`src/rtl/pipeline_stage_decode_pkg.sv`:
```
// Shared types and defaults for the decode stage: instruction fields, the
// registered decode result and the per-cycle decode action.
package pipeline_stage_decode_pkg;

  localparam int unsigned DEFAULT_DATA_WIDTH     = 32;
  localparam int unsigned DEFAULT_REGISTER_COUNT = 32;
  localparam int unsigned REG_INDEX_WIDTH        = $clog2(DEFAULT_REGISTER_COUNT);

  typedef logic [REG_INDEX_WIDTH-1:0] reg_index_t;

  typedef struct packed {
    reg_index_t                    rs1;
    reg_index_t                    rs2;
    reg_index_t                    rd;
    logic                          readsRs1;
    logic                          readsRs2;
    logic                          writesRd;
    logic                          isLoad;
    logic [DEFAULT_DATA_WIDTH-1:0] immediate;
  } instruction_t;

  typedef struct packed {
    logic                          valid;
    logic [DEFAULT_DATA_WIDTH-1:0] programCounter;
    logic                          epoch;
    instruction_t                  instruction;
    logic [DEFAULT_DATA_WIDTH-1:0] rs1Value;
    logic [DEFAULT_DATA_WIDTH-1:0] rs2Value;
  } pipeline_result_decode_t;

  typedef enum logic [1:0] {
    ACTION_IDLE,
    ACTION_PASS,
    ACTION_STALL,
    ACTION_DROP
  } decode_action_t;

  function automatic logic reads_register(input logic       enable,
                                          input reg_index_t source,
                                          input reg_index_t target);
    return enable && (source == target);
  endfunction

endpackage

```
`src/rtl/register_file.sv`:
```
// Architectural register file: two asynchronous read ports with same-cycle
// write-through, one write port, x0 hardwired to zero.
module register_file #(
  parameter int unsigned DATA_WIDTH     = 32,
  parameter int unsigned REGISTER_COUNT = 32,
  localparam int unsigned INDEX_WIDTH   = $clog2(REGISTER_COUNT)
) (
  input  logic                   clk,
  input  logic                   rst,
  input  logic                   write_enable,
  input  logic [INDEX_WIDTH-1:0] write_index,
  input  logic [DATA_WIDTH-1:0]  write_value,
  input  logic [INDEX_WIDTH-1:0] read_index_a,
  output logic [DATA_WIDTH-1:0]  read_value_a,
  input  logic [INDEX_WIDTH-1:0] read_index_b,
  output logic [DATA_WIDTH-1:0]  read_value_b
);

  logic [DATA_WIDTH-1:0] regs [REGISTER_COUNT];
  logic                  write_live;

  assign write_live = write_enable && (write_index != '0);

  always_ff @(posedge clk or posedge rst) begin
    if (rst) begin
      regs <= '{default: '0};
    end else if (write_live) begin
      regs[write_index] <= write_value;
    end
  end

  // A write landing this edge is forwarded so decode never sees a stale value.
  always_comb begin
    read_value_a = regs[read_index_a];
    if (read_index_a == '0) begin
      read_value_a = '0;
    end else if (write_live && (write_index == read_index_a)) begin
      read_value_a = write_value;
    end
  end

  always_comb begin
    read_value_b = regs[read_index_b];
    if (read_index_b == '0) begin
      read_value_b = '0;
    end else if (write_live && (write_index == read_index_b)) begin
      read_value_b = write_value;
    end
  end

endmodule

```
`src/rtl/pipeline_stage_decode.sv`:
```
// Decode stage: reads operands, drops stale-epoch instructions, stalls on
// load-use hazards and registers the result with one cycle of latency.
module pipeline_stage_decode
  import pipeline_stage_decode_pkg::*;
#(
  parameter int unsigned DATA_WIDTH     = DEFAULT_DATA_WIDTH,
  parameter int unsigned REGISTER_COUNT = DEFAULT_REGISTER_COUNT
) (
  input  logic                    clock,
  input  logic                    reset,
  input  logic                    fetchValid,
  input  logic [DATA_WIDTH-1:0]   fetchProgramCounter,
  input  logic                    fetchEpoch,
  input  instruction_t            fetchInstruction,
  input  logic                    currentEpoch,
  input  logic                    executeValid,
  input  logic                    executeIsLoad,
  input  reg_index_t              executeRd,
  input  logic                    writebackEnable,
  input  reg_index_t              writebackRegister,
  input  logic [DATA_WIDTH-1:0]   writebackValue,
  output logic                    stallOnDecode,
  output pipeline_result_decode_t decodeResult,
  output logic [31:0]             stallCount,
  output logic [31:0]             flushCount
);

  logic [DATA_WIDTH-1:0]   rs1_value;
  logic [DATA_WIDTH-1:0]   rs2_value;
  logic                    stale;
  logic                    load_in_execute;
  logic                    operand_conflict;
  logic                    hazard;
  decode_action_t          action;
  pipeline_result_decode_t next_result;
  logic [31:0]             stall_count;
  logic [31:0]             flush_count;

  register_file #(
    .DATA_WIDTH     (DATA_WIDTH),
    .REGISTER_COUNT (REGISTER_COUNT)
  ) u_register_file (
    .clk          (clock),
    .rst          (reset),
    .write_enable (writebackEnable),
    .write_index  (writebackRegister),
    .write_value  (writebackValue),
    .read_index_a (fetchInstruction.rs1),
    .read_value_a (rs1_value),
    .read_index_b (fetchInstruction.rs2),
    .read_value_b (rs2_value)
  );

  always_comb begin
    stale            = fetchValid && (fetchEpoch != currentEpoch);
    load_in_execute  = executeValid && executeIsLoad && (executeRd != '0);
    operand_conflict = reads_register(fetchInstruction.readsRs1, fetchInstruction.rs1, executeRd)
                    || reads_register(fetchInstruction.readsRs2, fetchInstruction.rs2, executeRd);
    hazard           = fetchValid && !stale && load_in_execute && operand_conflict;
  end

  // Left ungated by reset so fetch sees the hazard even while decode is held.
  assign stallOnDecode = hazard;

  always_comb begin
    action = ACTION_IDLE;
    if (stale) begin
      action = ACTION_DROP;
    end else if (hazard) begin
      action = ACTION_STALL;
    end else if (fetchValid) begin
      action = ACTION_PASS;
    end
  end

  always_comb begin
    next_result = '0;
    if (action == ACTION_PASS) begin
      next_result.valid          = 1'b1;
      next_result.programCounter = fetchProgramCounter;
      next_result.epoch          = fetchEpoch;
      next_result.instruction    = fetchInstruction;
      next_result.rs1Value       = rs1_value;
      next_result.rs2Value       = rs2_value;
    end
  end

  always_ff @(posedge clock or posedge reset) begin
    if (reset) begin
      decodeResult <= '0;
      stall_count  <= '0;
      flush_count  <= '0;
    end else begin
      decodeResult <= next_result;
      if (action == ACTION_STALL) begin
        stall_count <= stall_count + 32'd1;
      end
      if (action == ACTION_DROP) begin
        flush_count <= flush_count + 32'd1;
      end
    end
  end

  assign stallCount = stall_count;
  assign flushCount = flush_count;

endmodule

```
`config.mk`:
```
export PLATFORM = sky130hd
export DESIGN_NAME = pipeline_stage_decode
export DESIGN_NICKNAME = d
export VERILOG_FILES = /design/src/rtl/pipeline_stage_decode_pkg.sv /design/src/rtl/register_file.sv /design/src/rtl/pipeline_stage_decode.sv
export SDC_FILE = /design/constraint.sdc
export NUM_CORES = 2
export LEC_CHECK = 0
export BUFFER_PORTS_ARGS = -buffer_cell sky130_fd_sc_hd__buf_2
export CORE_MARGIN = 2
export CORE_UTILIZATION = 55
export DETAILED_ROUTE_END_ITERATION = 8
export PLACE_DENSITY = 0.81
export SETUP_SLACK_MARGIN = 0.4
export SLEW_MARGIN = 10
export SYNTH_ARGS = -nofsm -noshare
export SYNTH_HDL_FRONTEND = slang
export SYNTH_SLANG_ARGS = --single-unit
```
`constraint.sdc`:
```
create_clock -name clock -period 92.6 [get_ports clock]
set_input_delay 9.26 -clock clock [delete_from_list [all_inputs] [get_ports clock]]
set_output_delay 9.26 -clock clock [all_outputs]
set_load 0.05 [all_outputs]
```
* After elaboration in Yosys (flattened, before gate mapping)
Index checks and enable logic that the tools add are counted.
** Word-level totals
- Output and inout port bits :: 214
- Input bits :: 133
- Bits in registers :: 1237
- Word-level logic and storage cells :: 99
** Cells by class
- Magnitude comparators :: 4
- Bitwise operators :: 3
- Eq/ne operators :: 8
- Multiplexer cells :: 17
- Reduce and logical (&&, ||, !) cells :: 18
- $add $sub $neg :: 2
** Operators with widths (count)
- bitwise mux 1024 bit :: 1
- binary-select mux 32 bit (select 5 bit) :: 2
- two-way mux 32 bit :: 9
- demux 32 bit (select 5 bit) :: 1
- two-way mux 149 bit :: 1
- adder 32 x 1 -> 32 bit, second input constant :: 2
- equality test 5 bit :: 4
- >= comparator 6 bit, second input constant :: 3
- NOT 5 -> 6 bit :: 3
- logical AND 1 bit :: 12
- logical NOT 5 bit :: 2
- nonzero test 5 bit :: 2
- less-than comparator 6 x 1 -> 1 bit, second input constant :: 1
- equality test 2 bit, second input constant :: 2
- two-way mux 2 bit :: 2
- equality test 2 x 1 -> 1 bit, second input constant :: 1
- logical NOT 1 bit :: 1
- logical OR 1 bit :: 1
- two-way mux 1 bit :: 1
- inequality test 1 bit :: 1

* Longest topological paths before layout
- Depth in word-level cells :: 10
- Mapped depth :: 10
- Gate-level depth less buffers :: 6

* By module
Synthesis repeated with hierarchy kept, for this count alone.
** Second synthesis, totals
- Cells, all modules :: 4655
- Area, all modules :: 63815.0 um2
** By module, submodules not included
- register_file :: instances 1, sequential area each 25624.6 um2, cells each 4048, area an instance 55814.8 um2
- pipeline_stage_decode :: instances 1, sequential area each 5330.1 um2, cells each 607, area an instance 8000.2 um2

* Least setup slack after synthesis
OpenSTA, ideal clock, no wires.
- Path kind :: in2out
- Start point :: input fetchInstruction[42] (netlist bit)
- End point :: output stallOnDecode
- Buffers on the path :: 2
- Arrival time :: 10.452 ns
- Setup slack :: 72.888 ns
- Cell stages on the path :: 6
- Required time :: 83.340 ns
- Cell sequence :: buf_4 -> xnor2_1 -> nand4_1 -> o22ai_1 -> and2_1 -> buf_2
** Between the ends
- Longest elaborated chain between the ends :: 4
** Ends and longest elaborated chain
- start: declaration :: line pipeline_stage_decode.sv:14 : input instruction_t fetchInstruction,
- equality test 5 bit :: line pipeline_stage_decode_pkg.sv:41 : return enable && (source == target);
- logical AND 1 bit :: line pipeline_stage_decode_pkg.sv:41
- logical OR 1 bit :: line pipeline_stage_decode.sv:58 : || reads_register(fetchInstruction.readsRs2, fetchInstruction.rs2, executeRd);
- logical AND 1 bit :: line pipeline_stage_decode.sv:59 : hazard = fetchValid && !stale && load_in_execute && operand_conflict;
- end: declaration :: line pipeline_stage_decode.sv:22 : output logic stallOnDecode,
No other way between the ends.

* Worst setup path after layout
- Start point :: input fetchInstruction[41] (netlist bit)
- End point :: output stallOnDecode
Same word-level chain as after synthesis.

==> flow_summary.yaml <==
status:
  status: "completed"
clocking:
  hold_buffers: 0
  cts_setup_buffers: 0
  numCtsBuffers: 134
  clock-root-buffer: "clkbuf_16"
  cts_max_path_buffers: 3
  clkLatencyLatePin_ns: 0.75
  cts_tree: "built"
  cts.htree.levels: 4
  cts_sinks: 1237
  post_cts_resized: 0
  path_clk_slew_ns: 0.06
timing:
  worst-slew-pin-transition_ns: 1.24
  finalSetupTns_ns: 0
  setup_viol: 0
  slew_violations: 0
  finalHoldViolCount: 0
  grt_setup_unrepaired: "no"
  holdWs_ns: 0.402
  period_share_pct: 22.0
  skew_ns: 0.0218
  fmax_ghz: 0.0492
  period_needed_ns: 20.34
  timing.slew.headroom_pct: 17.6
power_and_ir_drop:
  switchingPower_mw: 0.422
  combPwrFrac_pct: 18.7
  seqPwrFrac_pct: 45.8
  vdd.ir_drop.worst_uv: 16.5
  p_clk_share_pct: 35.5
  p_int_mw: 1.10
  p_sw_share_pct: 27.7
  p_leak_nw: 31.6
  powerDensity_mw_per_mm2: 21.9
setup_path:
  path_class: "in -> out"
  crit_fanout: 45
  reg2reg_depth: 6
  crit_chain: "buf_8, xnor2_1, nand2_1, o22ai_1, and2_1, buf_4, buf_2"
  critical_path_required_ns: 83.34
  crit_slowest_cell: "buf_8"
  end_kind: "primary output"
  crit_path_max_incr_delay_ns: 0.38
  arrival_ns: 11.08
  cp-start-kind: "input port"
drt:
  num_vias: 42400
  ant_nets: 0
  dr.pass1.iters: 6
  wl_um: 190000
  drc: 0
  routedWlPerCell_um: 30.4
  via_per_inst: 6.80
  drt_iter0_drc: 4753
synthesis:
  ys_async_sr_fraction_pct: 100
  synth_cell_type_count: 55
  synth_edf_count: 0
  postSynthAreaPerCell_sq_um: 13.8
  ys_seq_area_share_pct: 49.5
  yosys_warnings: 0
  synth_area_sq_mm: 0.0625
  synth_cells: 4520
  syn-num-nets: 4655
  synthFlopType: "dfrtp_1"
  ys_ff_latch: 1237
finish:
  area_delta_synth_final_pct: 11.3
  final_cell_mix: "dfrtp_1, mux2_2, mux4_2"
  layout-drive-gt1-share_pct: 43.9
  final_net_count: 4762
  final_common_cell: "dfrtp_1"
place:
  gp_congestion: 0.901
  port_buffers: 346
  hpwlAfterDp_um: 112000
floorplan:
  die_w_um: 341
  dieArea_sq_mm: 0.116
  start_util_pct: 55.5
  die_h_um: 341
  core_region_area_sq_mm: 0.113
  fp-row-count: 123
  ios: 347
grt:
  grt_overflow: 0
  antenna_found_initial: 18
  grt_max_degree: 171
  grt_pass1_wl_um: 281000
  grt_use_total_pct: 32.6
  grt_pass1_vias: 43400
worst_hold_path:
  hold_path.class: "reg -> reg"
  worstHoldPathCells: 0
run:
  drv_cap: 0
## final timing paths
check,startpoint,endpoint,slack [ns]
worst max register to register,stallCount[3],stallCount[30],90.24
worst max-delay path,fetchInstruction[41],stallOnDecode,72.26
min in group asynchronous,reset,stallCount[7],8.59
max in group asynchronous,reset,u_register_file.regs[456],80.75
worst min register to register,u_register_file.regs[1022],u_register_file.regs[1022],0.40
worst min-delay path,u_register_file.regs[1022],u_register_file.regs[1022],0.40
## cell type report
type,instances,area [sq um]
diodes,11,27.5
clock buffers,195,3950
clock inverters,40,482
fillers,8386,43100
inverters,6,30.0
multi-input cells,2809,29700
flip-flops and latches,1237,31000
well taps,1500,1880
repair buffers,439,2510
## metal layers
layer	GRT usage (%)	share of wire [%]
met5	0.613	0.078
met4	15.1	5.0
met3	10.2	11
met2	49.5	46
met1	42.9	38
## stage by stage
stage / cell area, sq um / cells / total power, mW / utilization (%) / worst slack [ns]
3_5_place_dp: 65100 / 5991 / 0.984 / 57.8 / 72.26
3_3_place_gp: 65100 / 5991 / 0.966 / 57.8 / 72.28
4_1_cts: 69500 / 6226 / 1.52 / 61.7 / 72.26
6_report: 69600 / 6237 / 1.52 / 61.8 / 72.26
2_1_floorplan: 62500 / 4520 / 0.912 / - / 48.48
5_1_grt: 69600 / 6233 / 1.58 / 61.7 / 72.18
## cell usage after synthesis (all sizes together), types with 6 or more instances
cell / instances / share of area (%)
a22oi: 250 / 3.0
clkbuf: 233 / 1.4
a21oi: 35 / 0.30
dfrtp: 1237 / 50
nand2: 76 / 0.46
nand3: 154 / 1.2
mux4: 353 / 13
and3: 15 / 0.16
nor3: 75 / 0.77
nand2b: 37 / 0.37
nand4: 54 / 0.56
mux2i: 351 / 5.6
xnor2: 72 / 1.0
inv: 6 / 0.036
and4: 7 / 0.10
nor2: 158 / 0.95
xor2: 11 / 0.15
buf: 235 / 1.9
and2: 91 / 0.91
nor2b: 14 / 0.14
o21ai: 31 / 0.25
mux2: 994 / 18
## logic make-up (layout without fill, tap and decap cells)
group / after synthesis / after routing / share of synthesized area (%)
muxes: 1698 / 1698 / 36.3
other: 0 / 11 / 0
DFF: 1237 / 1237 / 49.5
AOI/OAI and AO/OA: 323 / 323 / 3.65
xor gates and xnor gates: 83 / 83 / 1.18
adders and majority gates: 2 / 2 / 0.0400
buffers and inverters: 474 / 680 / 3.38
and+or+nand+nor: 703 / 703 / 5.97
## critical path: cells and delay by family
kind | cells | cell delay (ns)
AOI/OAI and AO/OA | 1 | 0.34
xor gates and xnor gates | 1 | 0.19
buffers and inverters | 3 | 0.89
and+or+nand+nor | 2 | 0.26
## state kept, by name, summed over array words and instances, names as in the netlist
register / flops
u_register_file.regs: 1024
decodeResult: 149
stallCount: 32
flushCount: 32
## power groups by stage
stage,Clock [mW],Sequential [mW],Combinational (mW)
final,0.541,0.699,0.285
after global routing,0.568,0.708,0.304
after CTS,0.546,0.695,0.284
after detailed placement,0,0.703,0.281
after global placement,0,0.694,0.272
after floorplan,0,0.703,0.208
(Power assumes the default switching activity.)
